### src/rtl/sdram_arb_pkg.sv
// rtl/sdram_arb_pkg.sv - shared state encoding, default widths and helpers for sdram_port_arb
//
// Purpose: common definitions imported by rr_picker and sdram_port_arb.
//   arb_state_e : arbiter FSM states (IDLE, GRANT, BURST, GAP)
//   ARB_PTR_W   : width of client indices (grant_port, round-robin pointer)
//   DEF_*       : default parameter values for the arbiter
//   ptr_next()  : round-robin successor of a client index
package sdram_arb_pkg;

  typedef enum logic [1:0] {
    ARB_IDLE  = 2'd0,
    ARB_GRANT = 2'd1,
    ARB_BURST = 2'd2,
    ARB_GAP   = 2'd3
  } arb_state_e;

  // Client indices are 2 bits wide: up to four clients.
  localparam int ARB_PTR_W       = 2;

  localparam int DEF_NUM_PORTS   = 2;
  localparam int DEF_ADDR_W      = 24;
  localparam int DEF_DATA_W      = 16;
  localparam int DEF_BLEN_W      = 10;
  localparam int DEF_ACK_TIMEOUT = 64;

  // Next client after ptr, wrapping at n clients.
  function automatic logic [ARB_PTR_W-1:0] ptr_next(input logic [ARB_PTR_W-1:0] ptr,
                                                    input int                   n);
    logic [ARB_PTR_W-1:0] last;
    last = ARB_PTR_W'(n - 1);
    return (ptr >= last) ? '0 : ptr + 1'b1;
  endfunction

endpackage

### src/rtl/rr_picker.sv
// rtl/rr_picker.sv - combinational round-robin priority encoder
//
// Purpose: pick one requester, searching upward from ptr and wrapping.
// Ports:
//   req   in  N          : request vector, one bit per client
//   ptr   in  ARB_PTR_W  : client with highest priority this decision
//   gnt   out N          : one-hot grant (all zero when nothing requests)
//   valid out 1          : at least one request present
module rr_picker
  import sdram_arb_pkg::*;
#(
  parameter int N = DEF_NUM_PORTS
) (
  input  logic [N-1:0]         req,
  input  logic [ARB_PTR_W-1:0] ptr,
  output logic [N-1:0]         gnt,
  output logic                 valid
);

  always_comb begin
    gnt   = '0;
    valid = 1'b0;
    // Walk the rotated distance d = (j - ptr) mod N from 0 upward; the first
    // requester met is the winner, later ones are masked by valid.
    for (int d = 0; d < N; d++) begin
      for (int j = 0; j < N; j++) begin
        if (!valid && req[j] && (((j + N - int'(ptr)) % N) == d)) begin
          gnt[j] = 1'b1;
          valid  = 1'b1;
        end
      end
    end
  end

endmodule

### src/rtl/sdram_port_arb.sv
// rtl/sdram_port_arb.sv - burst arbiter sharing one sdram_ctrl request port between FIFO clients
//
// Purpose: grants one client burst at a time to sdram_ctrl, holds the grant
// until the controller ack falls, and routes data/acks to the granted client.
// Optional build macro: ARB_GLOBAL_WR_PRIO_EN (any pending write beats every read).
// Ports (client p occupies slice p of each packed bus):
//   clk, rst                         : clock, synchronous active-high reset
//   port_wr_req/port_rd_req          : per-client burst requests
//   port_wr_addr/port_rd_addr        : per-client addresses (live, client increments during ack)
//   port_wr_blen/port_rd_blen        : per-client burst lengths
//   port_wr_data                     : per-client write data
//   port_wr_ack/port_rd_ack          : controller acks, granted client and direction only
//   port_rd_data                     : controller read data, broadcast
//   sdram_wr_req/sdram_rd_req        : registered requests to sdram_ctrl
//   sdram_*_addr/_blen, sdram_wr_data: granted client's request fields
//   sdram_wr_ack/sdram_rd_ack        : controller acks
//   sdram_rd_data                    : controller read data
//   grant_port/grant_rd              : current or last grant (client, 1 = read)
//   arb_busy                         : FSM not idle
//   timeout_err                      : one-cycle pulse when a grant is abandoned
module sdram_port_arb
  import sdram_arb_pkg::*;
#(
  parameter int NUM_PORTS   = DEF_NUM_PORTS,
  parameter int ADDR_W      = DEF_ADDR_W,
  parameter int DATA_W      = DEF_DATA_W,
  parameter int BLEN_W      = DEF_BLEN_W,
  parameter int ACK_TIMEOUT = DEF_ACK_TIMEOUT
) (
  input  logic                        clk,
  input  logic                        rst,
  input  logic [NUM_PORTS-1:0]        port_wr_req,
  input  logic [NUM_PORTS-1:0]        port_rd_req,
  input  logic [NUM_PORTS*ADDR_W-1:0] port_wr_addr,
  input  logic [NUM_PORTS*ADDR_W-1:0] port_rd_addr,
  input  logic [NUM_PORTS*BLEN_W-1:0] port_wr_blen,
  input  logic [NUM_PORTS*BLEN_W-1:0] port_rd_blen,
  input  logic [NUM_PORTS*DATA_W-1:0] port_wr_data,
  output logic [NUM_PORTS-1:0]        port_wr_ack,
  output logic [NUM_PORTS-1:0]        port_rd_ack,
  output logic [DATA_W-1:0]           port_rd_data,
  output logic                        sdram_wr_req,
  output logic                        sdram_rd_req,
  output logic [ADDR_W-1:0]           sdram_wr_addr,
  output logic [ADDR_W-1:0]           sdram_rd_addr,
  output logic [BLEN_W-1:0]           sdram_wr_blen,
  output logic [BLEN_W-1:0]           sdram_rd_blen,
  output logic [DATA_W-1:0]           sdram_wr_data,
  input  logic                        sdram_wr_ack,
  input  logic                        sdram_rd_ack,
  input  logic [DATA_W-1:0]           sdram_rd_data,
  output logic [ARB_PTR_W-1:0]        grant_port,
  output logic                        grant_rd,
  output logic                        arb_busy,
  output logic                        timeout_err
);

  localparam int TO_W = (ACK_TIMEOUT > 2) ? $clog2(ACK_TIMEOUT) : 1;
  localparam logic [TO_W-1:0] TO_LAST = TO_W'(ACK_TIMEOUT - 1);

  arb_state_e           state_q, state_d;
  logic [ARB_PTR_W-1:0] rr_ptr_q, rr_ptr_d;
  logic [ARB_PTR_W-1:0] grant_port_q, grant_port_d;
  logic                 grant_rd_q, grant_rd_d;
  logic                 wr_req_q, wr_req_d;
  logic                 rd_req_q, rd_req_d;
  logic                 timeout_err_q, timeout_err_d;
  logic [TO_W-1:0]      to_cnt_q, to_cnt_d;

  // ---------------------------------------------------------------- arbitration
  logic [NUM_PORTS-1:0] pick_req;
  logic [NUM_PORTS-1:0] pick_gnt;
  logic                 pick_valid;
  logic [ARB_PTR_W-1:0] win_idx;
  logic                 win_wr;

`ifdef ARB_GLOBAL_WR_PRIO_EN
  // Readers only compete when no client has a write pending.
  assign pick_req = (|port_wr_req) ? port_wr_req : port_rd_req;
`else
  assign pick_req = port_wr_req | port_rd_req;
`endif

  rr_picker #(
    .N (NUM_PORTS)
  ) u_rr_picker (
    .req   (pick_req),
    .ptr   (rr_ptr_q),
    .gnt   (pick_gnt),
    .valid (pick_valid)
  );

  // The winner takes its write if it has one; in the global-priority build the
  // picked client always has a write whenever any write is pending, so the
  // same rule yields the right direction in both builds.
  always_comb begin
    win_idx = '0;
    win_wr  = 1'b0;
    for (int p = 0; p < NUM_PORTS; p++) begin
      if (pick_gnt[p]) begin
        win_idx = ARB_PTR_W'(p);
        win_wr  = port_wr_req[p];
      end
    end
  end

  // ---------------------------------------------------------------- grant muxes
  logic gnt_wr_lvl;
  logic gnt_rd_lvl;
  logic gnt_req_lvl;
  logic gnt_ack;

  always_comb begin
    sdram_wr_addr = port_wr_addr[ADDR_W-1:0];
    sdram_rd_addr = port_rd_addr[ADDR_W-1:0];
    sdram_wr_blen = port_wr_blen[BLEN_W-1:0];
    sdram_rd_blen = port_rd_blen[BLEN_W-1:0];
    sdram_wr_data = port_wr_data[DATA_W-1:0];
    gnt_wr_lvl    = port_wr_req[0];
    gnt_rd_lvl    = port_rd_req[0];
    for (int p = 1; p < NUM_PORTS; p++) begin
      if (grant_port_q == ARB_PTR_W'(p)) begin
        sdram_wr_addr = port_wr_addr[p*ADDR_W +: ADDR_W];
        sdram_rd_addr = port_rd_addr[p*ADDR_W +: ADDR_W];
        sdram_wr_blen = port_wr_blen[p*BLEN_W +: BLEN_W];
        sdram_rd_blen = port_rd_blen[p*BLEN_W +: BLEN_W];
        sdram_wr_data = port_wr_data[p*DATA_W +: DATA_W];
        gnt_wr_lvl    = port_wr_req[p];
        gnt_rd_lvl    = port_rd_req[p];
      end
    end
  end

  // Only the granted direction counts; a stray ack in the other direction is ignored.
  assign gnt_req_lvl = grant_rd_q ? gnt_rd_lvl : gnt_wr_lvl;
  assign gnt_ack     = grant_rd_q ? sdram_rd_ack : sdram_wr_ack;

  // Zero-latency ack routing: the client FIFO enables hang off these.
  always_comb begin
    port_wr_ack = '0;
    port_rd_ack = '0;
    if (state_q == ARB_GRANT || state_q == ARB_BURST) begin
      for (int p = 0; p < NUM_PORTS; p++) begin
        if (grant_port_q == ARB_PTR_W'(p)) begin
          port_wr_ack[p] = !grant_rd_q && sdram_wr_ack;
          port_rd_ack[p] = grant_rd_q && sdram_rd_ack;
        end
      end
    end
  end

  assign port_rd_data = sdram_rd_data;

  // ---------------------------------------------------------------- FSM
  always_comb begin
    state_d       = state_q;
    rr_ptr_d      = rr_ptr_q;
    grant_port_d  = grant_port_q;
    grant_rd_d    = grant_rd_q;
    wr_req_d      = wr_req_q;
    rd_req_d      = rd_req_q;
    timeout_err_d = 1'b0;
    to_cnt_d      = to_cnt_q;

    case (state_q)
      ARB_IDLE: begin
        if (pick_valid) begin
          state_d      = ARB_GRANT;
          grant_port_d = win_idx;
          grant_rd_d   = !win_wr;
          wr_req_d     = win_wr;
          rd_req_d     = !win_wr;
          to_cnt_d     = '0;
        end
      end

      ARB_GRANT: begin
        if (gnt_ack) begin
          state_d  = ARB_BURST;
          wr_req_d = 1'b0;
          rd_req_d = 1'b0;
        end else if (!gnt_req_lvl) begin
          // Client withdrew before the controller started: no turn consumed.
          state_d  = ARB_IDLE;
          wr_req_d = 1'b0;
          rd_req_d = 1'b0;
        end else if (to_cnt_q == TO_LAST) begin
          // Abandoned grant: move the pointer past this client so a dead
          // request cannot monopolise the controller.
          state_d       = ARB_IDLE;
          wr_req_d      = 1'b0;
          rd_req_d      = 1'b0;
          timeout_err_d = 1'b1;
          rr_ptr_d      = ptr_next(grant_port_q, NUM_PORTS);
        end else begin
          to_cnt_d = to_cnt_q + 1'b1;
        end
      end

      ARB_BURST: begin
        // Grant is locked: client requests are not looked at here.
        if (!gnt_ack) begin
          state_d  = ARB_GAP;
          rr_ptr_d = ptr_next(grant_port_q, NUM_PORTS);
        end
      end

      ARB_GAP: begin
        // Lets the client FIFO level settle before its request is re-sampled.
        state_d = ARB_IDLE;
      end

      default: state_d = ARB_IDLE;
    endcase
  end

  always_ff @(posedge clk) begin
    if (rst) begin
      state_q       <= ARB_IDLE;
      rr_ptr_q      <= '0;
      grant_port_q  <= '0;
      grant_rd_q    <= 1'b0;
      wr_req_q      <= 1'b0;
      rd_req_q      <= 1'b0;
      timeout_err_q <= 1'b0;
      to_cnt_q      <= '0;
    end else begin
      state_q       <= state_d;
      rr_ptr_q      <= rr_ptr_d;
      grant_port_q  <= grant_port_d;
      grant_rd_q    <= grant_rd_d;
      wr_req_q      <= wr_req_d;
      rd_req_q      <= rd_req_d;
      timeout_err_q <= timeout_err_d;
      to_cnt_q      <= to_cnt_d;
    end
  end

  assign sdram_wr_req = wr_req_q;
  assign sdram_rd_req = rd_req_q;
  assign grant_port   = grant_port_q;
  assign grant_rd     = grant_rd_q;
  assign arb_busy     = (state_q != ARB_IDLE);
  assign timeout_err  = timeout_err_q;

endmodule

### config.mk
export PLATFORM = sky130hd
export DESIGN_NAME = sdram_port_arb
export DESIGN_NICKNAME = d
export VERILOG_FILES = /design/src/rtl/sdram_arb_pkg.sv /design/src/rtl/rr_picker.sv /design/src/rtl/sdram_port_arb.sv
export SDC_FILE = /design/constraint.sdc
export NUM_CORES = 1
export LEC_CHECK = 0
export CAP_MARGIN = 20
export CORE_AREA = 2 2 117 119
export DETAILED_ROUTE_END_ITERATION = 10
export DIE_AREA = 0 0 119 121
export SLEW_MARGIN = 25
export SYNTH_ARGS = -nofsm -noshare
export SYNTH_HDL_FRONTEND = slang
export SYNTH_HIERARCHICAL = 1
export SYNTH_SLANG_ARGS = --single-unit
### constraint.sdc
create_clock -name clk -period 4.9 [get_ports clk]
set_clock_uncertainty 0.05 [all_clocks]
set_input_delay 0.98 -clock clk [delete_from_list [all_inputs] [get_ports clk]]
set_output_delay 0.98 -clock clk [all_outputs]
set_load 0.005 [all_outputs]
==> qor.csv <==
metric,value,unit
synth_cell_type_count,44,
io_pins,303,
cp_data_required_time,3.87,ns
p_leak,1.77,nW
die_area,14400,um2
cellPowerDensity,162,nW/um2
grt.busiest_layer,met2,
synth-seq-cells,14,
nNetsFinal,671,
slew_violations,0,
post_cts_buffers,0,
netlist.area_leader.share,45.7,%
cts_max_path_buffers,2,
grt_overflow,0,
grtUsageTotal,17.0,%
antenna_cells,0,
die_x,119,um
hold_buffers,0,
synth_edf_count,0,
synth-main-ff-cell,dfxtp_1,
yosys_warnings,6,
cts-root-buf,clkbuf_16,
ir_drop,0.000106,V
met2_usage,24.2,%
ctsResizeCount,0,
cts_sinks,14,
hold_path.class,reg -> reg,
synth_seq_area_share,13.4,%
numPortBuffers,269,
antenna_found_initial,0,
start_kind,primary input,
dr.first_iter.drc_count,184,
drive_above_1_share,20.5,%
core-area,13100,um2
crit_arrival,2.25,ns
use_met1,23.0,%
final_area,4940,um2
wire_per_inst,20.2,um
placed_area,4820,um2
status,finished clean,
cts_max_level,1,
die_h,121,um
worstMarginPinSlew,0.794,ns
period_minus_slack,3.28,ns
vias,2761,
drc,0,
synth_area,2100,um2
dp_hpwl,11600,um
critical_path_class,in -> out,
grt_pass1_wl,17900,um
met3_usage,9.12,%
clk_latency,0.25,ns
syn2layout_area_growth,136,%
ant_nets,0,
finalWirelength,13100,um
grt_max_degree,91,
fin_crit_sh,66.9,%
dr.pass1.iters,4,
synthCells,229,
synth_common_cells,"mux2_2 (85), buf_4 (17), dfxtp_1 (14)",
num_rows,42,
vias_per_cell,4.25,
synth_area_leaders,"mux2_2 (46%), dfxtp_1 (13%), buf_4 (6.1%), ha_1 (3.0%), nand3_1 (2.6%)",
setup_violations,0,
grt_pass1_vias,2819,
hold_violations,0,
cts_tree,yes,
fin_tns_setup,0,ns
gp_congestion,0.828,
grt_setup_unrepaired,false,
numCtsBuffers,3,
synth_area_leader_cell,mux2_2,
synth.most_common_cell,mux2_2,
endpoint_kind,primary output,
ys_async_sr_fraction,0,%
synth_area_per_cell,9.15,um2
maxCapViolCount,0,
start_util,16.0,%
crit_fanout,2,
clk_pin_slew_worst_paths,0.05,ns
fmax,305,MHz
relSlewSlack,47.1,%
==> state kept, by name, indices dropped and copies added (netlist names) <==
register      flops
grant_port        1
timeout_err       1
to_cnt_q          6
sdram_rd_req      1
grant_rd          1
sdram_wr_req      1
rr_ptr_q          1
state_q           2
==> per-stage QoR <==
step	setup WS (ns)	utilization [%]	hold slack (ns)	instances	total power, mW
finish	1.62	37.7	0.436	649	0.801
global route	1.53	37.7	0.461	649	0.844
CTS	1.49	37.5	0.437	648	0.806
detailed placement	1.53	36.8	0.428	644	0.626
global placement	1.61	36.8	0.428	644	0.622
floorplan	2.28	-	0.415	231	0.318
==> kinds of logic after synthesis <==
kind of cell / share of synthesized area [%]
AO/OA/AOI/OAI: 10.2
XOR/XNOR: 0.418
adder cells (fa/ha/maj): 2.99
buffers and inverters: 10.2
flip-flops: 13.4
multiplexers: 48.7
other: 0.179
AND/OR/NAND/NOR: 13.9
==> placed cells by master, fill, tap and decap left out, drive strengths merged, types with 2 or more instances in the layout <==
cell / netlist / layout
nand4: 2 / 2
a21oi: 5 / 5
a31oi: 7 / 7
dfxtp: 14 / 14
clkbuf: 11 / 4
inv: 4 / 4
ha: 5 / 5
o21ai: 3 / 3
and3b: 2 / 2
mux2i: 3 / 3
nor3: 2 / 2
nand2b: 5 / 5
nor2b: 6 / 6
mux2: 86 / 86
nand2: 11 / 11
a2111oi: 3 / 3
clkdlybuf4s50: 0 / 269
nor2: 8 / 8
or2: 2 / 2
nand3: 11 / 11
conb: 1 / 3
==> routing by layer <==
layer	wire length, um	share of wire [%]
met3	1900	14
met5	0	0
met1	5730	44
met4	83	0.63
met2	5390	41
==> layout make-up <==
cell class                 instances  area, um2
clock buffer                       4       88.8
fill                            1320       8150
inverter                           4       15.0
multi-input combinational        181       1610
sequential                        14        284
tap                              176        220
timing repair buffer             270       2720
==> where the power goes <==
part / internal, mW / leakage, nW / switching [mW] / total, mW
clock: 0.124 / 0.0442 / 0.0511 / 0.175
combinational: 0.320 / 1.61 / 0.169 / 0.489
sequential: 0.122 / 0.115 / 0.0148 / 0.137
total: 0.566 / 1.77 / 0.235 / 0.801
==> critical path, stage by stage <==
cell and delay (ns):
clkdlybuf4s50_1 0.50, nand2_1 0.11, nor2_1 0.14, clkdlybuf4s50_1 0.51
==> final timing paths <==
check | to | slack [ns] | cells past startpoint | from
max | port_rd_ack[0] | 1.62 | 4 | sdram_rd_ack
min | sdram_rd_req$_SDFFE_PP0P_ | 0.44 | 2 | sdram_rd_req$_SDFFE_PP0P_
max reg2reg | to_cnt_q[5]$_SDFFE_PP0P_ | 2.53 | 6 | state_q[1]$_SDFFE_PP0P_
min reg2reg | sdram_rd_req$_SDFFE_PP0P_ | 0.44 | 2 | sdram_rd_req$_SDFFE_PP0P_
(Power assumes the default switching activity.)
